--- config.mk ---
export PLATFORM = sky130hd
export DESIGN_NAME = keypad_entry_flat
export DESIGN_NICKNAME = d
export VERILOG_FILES = /design/src/rtl/keypad_entry_if.sv /design/src/rtl/keypad_entry.sv /design/src/flat_wrapper.sv
export SDC_FILE = /design/constraint.sdc
export NUM_CORES = 1
export LEC_CHECK = 0
export ABC_AREA = 0
export CAP_MARGIN = 20
export CELL_PAD_IN_SITES_DETAIL_PLACEMENT = 1
export CELL_PAD_IN_SITES_GLOBAL_PLACEMENT = 2
export CORE_AREA = 4 4 105 67
export DETAILED_ROUTE_END_ITERATION = 7
export DIE_AREA = 0 0 109 71
export GPL_TIMING_DRIVEN = 0
export HOLD_SLACK_MARGIN = 0.1
export PLACE_DENSITY_LB_ADDON = 0.1
export SYNTH_ARGS = -nofsm -noshare
export SYNTH_HDL_FRONTEND = slang
export SYNTH_SLANG_ARGS = --single-unit
--- constraint.sdc ---
create_clock -name clk -period 4.3 [get_ports clk]
set_input_delay 0.86 -clock clk [delete_from_list [all_inputs] [get_ports clk]]
set_output_delay 0.86 -clock clk [all_outputs]
set_load 0.02 [all_outputs]
--- src/rtl/keypad_entry_if.sv ---
// keypad_entry_if: encoder/control inputs and BCD entry outputs of the keypad entry block.
interface keypad_entry_if;
   logic        enable;
   logic        clear;
   logic [3:0]  D;
   logic        no_key;
   logic [15:0] time_bcd;
   logic        key_pulse;
   logic [3:0]  key_digit;
   logic        nonzero;
   modport master (output enable, clear, D, no_key, input time_bcd, key_pulse, key_digit, nonzero);
   modport slave  (input enable, clear, D, no_key, output time_bcd, key_pulse, key_digit, nonzero);
endinterface

--- src/rtl/keypad_entry.sv ---
// keypad_entry: debounces encoder presses/releases and shifts one BCD digit per press into MM:SS.
module keypad_entry #(
   parameter int DEBOUNCE_CYCLES = 4
) (
   input logic           clk,
   input logic           reset,
   keypad_entry_if.slave kp
);
   typedef enum logic [1:0] {IDLE, PRESS_WAIT, HELD, RELEASE_WAIT} state_t;
   localparam logic [15:0] last_cnt = 16'(DEBOUNCE_CYCLES - 1);
   localparam bit single = (DEBOUNCE_CYCLES == 1);
   state_t      state_q, state_d;
   logic [15:0] cnt_q, cnt_d;
   logic [3:0]  cand_q, cand_d;
   logic [15:0] time_q, time_d;
   logic        pulse_q, pulse_d;
   logic [3:0]  digit_q, digit_d;
   logic        nonzero_q, nonzero_d;
   logic        acc;
   logic [3:0]  acc_digit;
   always_ff @(posedge clk) begin
      if (reset) begin
         state_q   <= IDLE;
         cnt_q     <= '0;
         cand_q    <= '0;
         time_q    <= '0;
         pulse_q   <= 1'b0;
         digit_q   <= '0;
         nonzero_q <= 1'b0;
      end else begin
         state_q   <= state_d;
         cnt_q     <= cnt_d;
         cand_q    <= cand_d;
         time_q    <= time_d;
         pulse_q   <= pulse_d;
         digit_q   <= digit_d;
         nonzero_q <= nonzero_d;
      end
   end
   always_comb begin
      state_d   = state_q;
      cnt_d     = cnt_q;
      cand_d    = cand_q;
      acc       = 1'b0;
      acc_digit = cand_q;
      case (state_q)
         IDLE:
            if (!kp.no_key && kp.enable) begin
               cand_d    = kp.D;
               acc       = single;
               acc_digit = kp.D;
               state_d   = single ? HELD : PRESS_WAIT;
               cnt_d     = single ? 16'd0 : 16'd1;
            end
         PRESS_WAIT:
            if (kp.no_key || kp.D != cand_q || !kp.enable) begin
               state_d = IDLE;
               cnt_d   = '0;
            end else if (cnt_q == last_cnt) begin
               state_d = HELD;
               cnt_d   = '0;
               acc     = 1'b1;
            end else
               cnt_d = cnt_q + 16'd1;
         HELD:
            if (kp.no_key) begin
               state_d = single ? IDLE : RELEASE_WAIT;
               cnt_d   = single ? 16'd0 : 16'd1;
            end
         default:
            if (!kp.no_key) begin
               state_d = HELD;
               cnt_d   = '0;
            end else if (cnt_q == last_cnt) begin
               state_d = IDLE;
               cnt_d   = '0;
            end else
               cnt_d = cnt_q + 16'd1;
      endcase
      // clear beats a coincident accept: no shift and no strobe
      pulse_d   = acc && acc_digit <= 4'd9 && !kp.clear;
      time_d    = kp.clear ? 16'd0 : pulse_d ? {time_q[11:0], acc_digit} : time_q;
      digit_d   = pulse_d ? acc_digit : digit_q;
      nonzero_d = time_d != 16'd0;
   end
   assign kp.time_bcd  = time_q;
   assign kp.key_pulse = pulse_q;
   assign kp.key_digit = digit_q;
   assign kp.nonzero   = nonzero_q;
endmodule
--- src/flat_wrapper.sv ---
// flat-port wrapper written by rule: the top's interface ports become plain ports
module keypad_entry_flat 
#(
   parameter int DEBOUNCE_CYCLES = 4
)
  (clk, reset, kp_enable, kp_clear, kp_D, kp_no_key, kp_time_bcd, kp_key_pulse, kp_key_digit, kp_nonzero);
  keypad_entry_if kp_i ();
  input logic clk;
  input logic reset;
  input wire logic [$bits(kp_i.enable)-1:0] kp_enable;
  input wire logic [$bits(kp_i.clear)-1:0] kp_clear;
  input wire logic [$bits(kp_i.D)-1:0] kp_D;
  input wire logic [$bits(kp_i.no_key)-1:0] kp_no_key;
  output wire logic [$bits(kp_i.time_bcd)-1:0] kp_time_bcd;
  output wire logic [$bits(kp_i.key_pulse)-1:0] kp_key_pulse;
  output wire logic [$bits(kp_i.key_digit)-1:0] kp_key_digit;
  output wire logic [$bits(kp_i.nonzero)-1:0] kp_nonzero;
  assign kp_i.enable = kp_enable;
  assign kp_i.clear = kp_clear;
  assign kp_i.D = kp_D;
  assign kp_i.no_key = kp_no_key;
  assign kp_time_bcd = kp_i.time_bcd;
  assign kp_key_pulse = kp_i.key_pulse;
  assign kp_key_digit = kp_i.key_digit;
  assign kp_nonzero = kp_i.nonzero;
  keypad_entry #(.DEBOUNCE_CYCLES(DEBOUNCE_CYCLES)) u_core (.clk(clk), .reset(reset), .kp(kp_i));
endmodule
==> out/qor.yml, run 1 <==
die:
  start_util: 0.3454
  dieArea_um2: 7739
  core_um2: 6028
  die_w_um: 109
  rows: 22
  die_h_um: 71
  io_pins: 31
sta:
  drv_slew: 0
  max_freq_ghz: 0.3384
  fin_crit_ns: 2.955
  fin_worst_skew_ns: 0.007956
  slew-limit-headroom: 0.4779
  setup_violations: 0
  finalSetupTns_ns: 0
  min_period_over_period: 0.6871
  rsz0062_at_grt: "false"
  tightest_slew_ns: 0.7816
  hold_violations: 0
synth:
  syn_inst: 222
  ys_types: 47
  synth_top_cell_area_share: 0.4231
  synth_edf_count: 0
  yosys-top-cells-count: "dfxtp_1 (44), nor2_1 (44), mux2i_1 (19)"
  synthesis.area_um2: 2082
  synthFlopType: "dfxtp_1"
  syn-num-nets: 236
  syn_avg_cell_area_um2: 9.378
  async_flop_share: 0
  yosysTopAreaCell: "dfxtp_1"
  synth.area.top_cells: "dfxtp_1 (42%), mux2i_1 (9.1%), nor2_1 (7.9%), xnor2_1 (5.0%), ha_1 (3.0%)"
  synth_seq_cells: 44
  yosysWarnings: 0
  synth-seq-area-share: 0.4231
clocking:
  cts.sinks: 44
  cts-resized-gates: 0
  clock-root-buffer: "clkbuf_8"
  cts_hold_buf: 0
  htree_levels: 2
  clockBufferDepth: 2
  clkLatencyLatePin_ns: 0.30
  cts_buffers: 5
  cts_setup_buffers: 0
  cts_tree: "built"
  clk_pin_slew_worst_paths_ns: 0.09
pwr:
  p_clk_frac: 0.333
  internal_power_mw: 0.5697
  total_power_mw: 0.7884
  combPwrFrac: 0.129
  cellLeakagePower_nw: 0.8284
  seqPwrFrac: 0.538
  power_density_nw_per_um2: 306.5
  ir_drop_mv: 0.1249
  netSwitchingPower_mw: 0.2187
  switching_share: 0.2774
critical_path:
  path_class: "input port to flip-flop"
  critPathLaunch: "kp_no_key"
  path_max_fanout: 10
  arrival_ns: 3.14
  reg2reg_from: "u_core.state_q[0]"
  worst_r2r_path_depth: 8
  cp_common_cell: "nor2_1"
  critPathMaxStageDelay_ns: 0.54
  cp-endpoint: "u_core.cnt_q[10]"
  critPathRequiredTime_ns: 4.49
  cp_cell_sequence: "clkdlybuf4s50_1 > nand2b_1 > a21oi_1 > nor2_1 > a31oi_1 > buf_2 > nor2_1"
  ff2ff_setup_slack_ns: 1.79
  r2r_end: "u_core.cnt_q[10]"
  cp_slowest_cell: "a21oi_1"
  endpoint_kind: "flip-flop"
  cp-start-kind: "input port"
grt:
  grt_use_total: 0.1440
  grt_start_max_net_pins: 14
  grt_pass1_vias: 1643
  overflow: 0
  antenna_found_initial: 0
  grt_first_pass_wirelength_mm: 8.735
detailed_routing:
  met2_length_mm: 1.917
  wl_per_cell_um: 14.95
  dr.pass1.iters: 4
  wirelength_mm: 5.144
  ant_nets: 0
  num_vias: 1694
  top_layer: "met4"
  drtIter0Drc: 36
  wl_met1_mm: 3.005
  via_per_inst: 4.924
  met3_length_um: 194
  drc_errors: 0
cells_and_area:
  drive_gt1_frac: 0.07692
  finish.utilization: 0.4267
  fin_cells: 344
  diodes: 0
  finalNetCount: 273
  syn2layout_area_growth_pct: 23.56
flow_run:
  cap_violations: 0
run_status:
  status: "complete, no violations"
placed_design:
  dp_hpwl_mm: 3.939
  dpl.cell_count: 336
  portBuffers: 30
  gp_congestion: 0.7193
min_path:
  hold_class: "flip-flop to flip-flop"
per-stage QoR:
| step | hold slack (ns) | setup WS [ns] | instance area [um^2] |
|---|---|---|---|
| floorplan | 0.4677 | 2.084 | 2082 |
| global placement | 0.4921 | 0.9488 | 2487 |
| detailed placement | 0.4976 | 0.9833 | 2487 |
| CTS | 0.5124 | 1.307 | 2572 |
| global route | 0.5356 | 1.068 | 2572 |
| finish | 0.5115 | 1.345 | 2572 |
cells by family (layout without fill, tap and decap cells):
family	after synthesis	after routing	share of synthesized area
DFF	44	44	0.4231
buffers and inverters	15	53	0.03846
muxes	21	21	0.1022
xor gates and xnor gates	17	17	0.07151
adders and majority gates	5	5	0.03005
AOI/OAI and AO/OA	27	27	0.09675
and+or+nand+nor	93	93	0.2380
metal layers:
metal / vias to the layer above / track usage
met4: 0 / 0.02101
met5: - / 0
li1: 858 / -
met2: 24 / 0.1850
met3: 5 / 0.04923
met1: 807 / 0.2289
layout make-up:
type,instances,area (um^2)
buffer,8,53.80
clock buffer,7,76.32
clock inverter,1,8.758
fill,717,3456
inverter,7,26.28
multi-input combinational,163,1121
sequential,44,880.8
tap,84,105.1
timing repair buffer,30,300.3
registers in the layout, indices dropped and copies added (netlist names):
| register | cells |
|---|---|
| u_core.cand_q | 4 |
| u_core.cnt_q | 16 |
| u_core.kp.key_digit | 4 |
| u_core.kp.key_pulse | 1 |
| u_core.kp.nonzero | 1 |
| u_core.kp.time_bcd | 16 |
| u_core.state_q | 2 |
worst max-delay path: cells and delay by family:
family,cells,cell delay (ns)
buf+inv,2,0.84
simple gates,3,0.41
compound gates,2,1.04
layout by cell type (no fill, tap or decap), types with 2 or more instances in the layout:
cell type and instances:
xor2_1 5, a21oi_1 3, clkdlybuf4s50_1 30, nand3_1 5
and3_1 3, and4_1 4, dfxtp_1 44, nand2b_1 2
nand4_1 3, nor2b_1 2, clkbuf_1 5, inv_1 7
or3_1 2, o21ai_0 6, nor4_1 5, a211oi_2 2
nor2_1 44, nor3b_1 2, a31oi_1 2, nand2_1 9
a211oi_1 6, ha_1 5, clkbuf_8 5, xnor2_1 12
nor3_1 4, mux2i_1 19
power by group through the flow:
stage	registers [mW]	clock network, mW	logic [mW]
after floorplan	0.431	0	0.0695
after global placement	0.434	0	0.103
after detailed placement	0.434	0	0.103
after CTS	0.424	0.277	0.103
after global routing	0.426	0.299	0.116
final	0.424	0.263	0.101
how the worst min path moves through the flow:
stage	start	end	slack, ns	depth (start not counted)
after CTS	u_core.state_q[1]	u_core.state_q[1]	0.51	2
final	u_core.kp.key_digit[3]	u_core.kp.key_digit[3]	0.51	2
after detailed placement	u_core.state_q[1]	u_core.state_q[1]	0.50	2
after floorplan	u_core.state_q[1]	u_core.state_q[1]	0.47	2
after global placement	u_core.kp.key_digit[0]	u_core.kp.key_digit[0]	0.49	2
after global routing	u_core.cnt_q[1]	u_core.cnt_q[1]	0.54	2
No activity file was read; power rests on OpenSTA's default activity.
==> inputs of run 2 (changes only) <==
- CORE_AREA: 4 4 105 67 -> 4 4 113 72
- DIE_AREA: 0 0 109 71 -> 0 0 117 76
- clock period: 4.3 -> 2.6 ns (I/O delays scaled with it)
==> run 2 against run 1 <==
Effect of this change:
- combinational power is 73% higher
- global-route usage is 1.4 points lower
- sequential share of layout area fell by 1.2 points
- setup slack lost 1.2 ns
- wire length up 4.4%
- hold slack lost 0.0080 ns
==> out/qor.yml, run 2 (same netlist as run 1, synthesis figures left out) <==
run_status:
  status: "complete, no violations"
pwr:
  cellLeakagePower_nw: 0.8552
  ir_drop_mv: 0.2154
  total_power_mw: 1.495
  power_density_nw_per_um2: 560.6
detailed_routing:
  wl_per_cell_um: 15.29
  drtIter0Drc: 73
  via_per_inst: 4.852
  drc_errors: 0
  num_vias: 1703
  wirelength_mm: 5.368
  ant_nets: 0
  dr.pass1.iters: 4
critical_path:
  arrival_ns: 2.61
  path_max_fanout: 10
  endpoint_kind: "flip-flop"
  worst_r2r_path_depth: 10
  path_class: "flip-flop to flip-flop"
  critPathRequiredTime_ns: 2.81
  reg2reg_from: "u_core.state_q[0]"
  cp-start-kind: "flip-flop"
  r2r_end: "u_core.kp.time_bcd[3]"
  ff2ff_setup_slack_ns: 0.19
min_path:
  hold-path-cell-count: 2
  hold_class: "flip-flop to flip-flop"
  whs_endpoint: "u_core.kp.key_digit[2]"
  hp-start: "u_core.kp.key_digit[2]"
cells_and_area:
  fin_cells: 351
  final_cell_mix: "nor2_1 (44), dfxtp_1 (44), clkdlybuf4s50_1 (30), mux2i_1 (19), xnor2_1 (12)"
  syn2layout_area_growth_pct: 28.07
  drive_gt1_frac: 0.08846
  finalNetCount: 273
  diodes: 0
placed_design:
  gp_congestion: 0.7259
  dp_hpwl_mm: 4.098
  dpl.cell_count: 343
  portBuffers: 30
clocking:
  cts.sinks: 44
  cts_buffers: 5
  htree_levels: 2
  cts_tree: "built"
  cts_setup_buffers: 0
  clk_pin_slew_worst_paths_ns: 0.06
  clock-root-buffer: "clkbuf_16"
  clockBufferDepth: 2
  cts_hold_buf: 0
  clkLatencyLatePin_ns: 0.28
die:
  io_pins: 31
  die_w_um: 117
  die_h_um: 76
  core_um2: 7087
  dieArea_um2: 8892
  start_util: 0.2938
  rows: 24
grt:
  grt_use_total: 0.1301
  antenna_found_initial: 0
  grt_pass1_vias: 1702
  grt_start_max_net_pins: 14
  overflow: 0
  grt_first_pass_wirelength_mm: 9.197
sta:
  slew-limit-headroom: 0.6735
  rsz0062_at_grt: "true"
  drv_slew: 0
  min_period_over_period: 0.9259
  fin_crit_ns: 2.407
  timing.hold.ws_ns: 0.5035
  tightest_slew_ns: 0.4761
  hold_violations: 0
  max_freq_ghz: 0.4154
  fin_worst_skew_ns: 0.006331
  setup_violations: 0
flow_run:
  cap_violations: 0
[run 2: power breakdown]
part           switching [mW]  internal [mW]  total, mW  leakage [nW]
combinational           0.109         0.0652      0.175         0.432
sequential             0.0144          0.687      0.702         0.355
clock                   0.259          0.359      0.618        0.0681
total                   0.383           1.11       1.49         0.855
[run 2: how the worst max path moves through the flow]
| stage | startpoint | to | slack, ns | depth (start not counted) |
|---|---|---|---|---|
| after floorplan | u_core.state_q[0] | u_core.kp.time_bcd[2] | 0.59 | 10 |
| after global placement | kp_no_key | u_core.cnt_q[11] | -0.38 | 7 |
| after detailed placement | kp_no_key | u_core.cnt_q[15] | -0.44 | 7 |
| after CTS | kp_no_key | u_core.cnt_q[15] | 0.07 | 7 |
| after global routing | u_core.state_q[0] | u_core.kp.time_bcd[3] | -0.007 | 10 |
| final | u_core.state_q[0] | u_core.kp.time_bcd[3] | 0.19 | 10 |
[run 2: routing by layer]
layer / share of wire / GRT usage
met3: 0.029 / 0.02698
met5: 0 / 0
met1: 0.58 / 0.2172
met2: 0.38 / 0.1595
met4: 0.012 / 0.03780
[run 2: layout make-up]
cell class              instances  area [um^2]
plain buffers                   8        53.80
clock buffers                   7        132.6
clock inverters                 1        8.758
fillers                       824         4420
inverters                       7        26.28
multi-input cells             163         1150
flip-flops and latches         44        880.8
well taps                      91        113.9
repair buffers                 30        300.3
[run 2: what timing repair did]
item | CTS | global route
resized for setup | 1 | 3
setup endpoints to repair | 10 | 11
endpoints found under the hold margin | 0 | 0
[run 2: metrics by stage]
stage | setup TNS (ns) | worst slack [ns] | area, um^2 | utilization
after global routing | -0.007498 | -0.007498 | 2666 | 0.3762
after CTS | 0 | 0.06718 | 2641 | 0.3727
after global placement | -4.588 | -0.3795 | 2496 | 0.3522
after floorplan | 0 | 0.5850 | 2082 | -
after detailed placement | -5.183 | -0.4350 | 2496 | 0.3522
final | 0 | 0.1927 | 2666 | 0.3762
[run 2: critical path: stages, from the launching register on]
cell	delay (ns)
dfxtp_1	0.34
inv_1	0.11
ha_1	0.15
clkbuf_1	0.33
nand3b_2	0.27
mux2i_1	0.24
nor4_4	0.29
buf_6	0.22
buf_8	0.15
nor2_1	0.05
a211oi_2	0.18
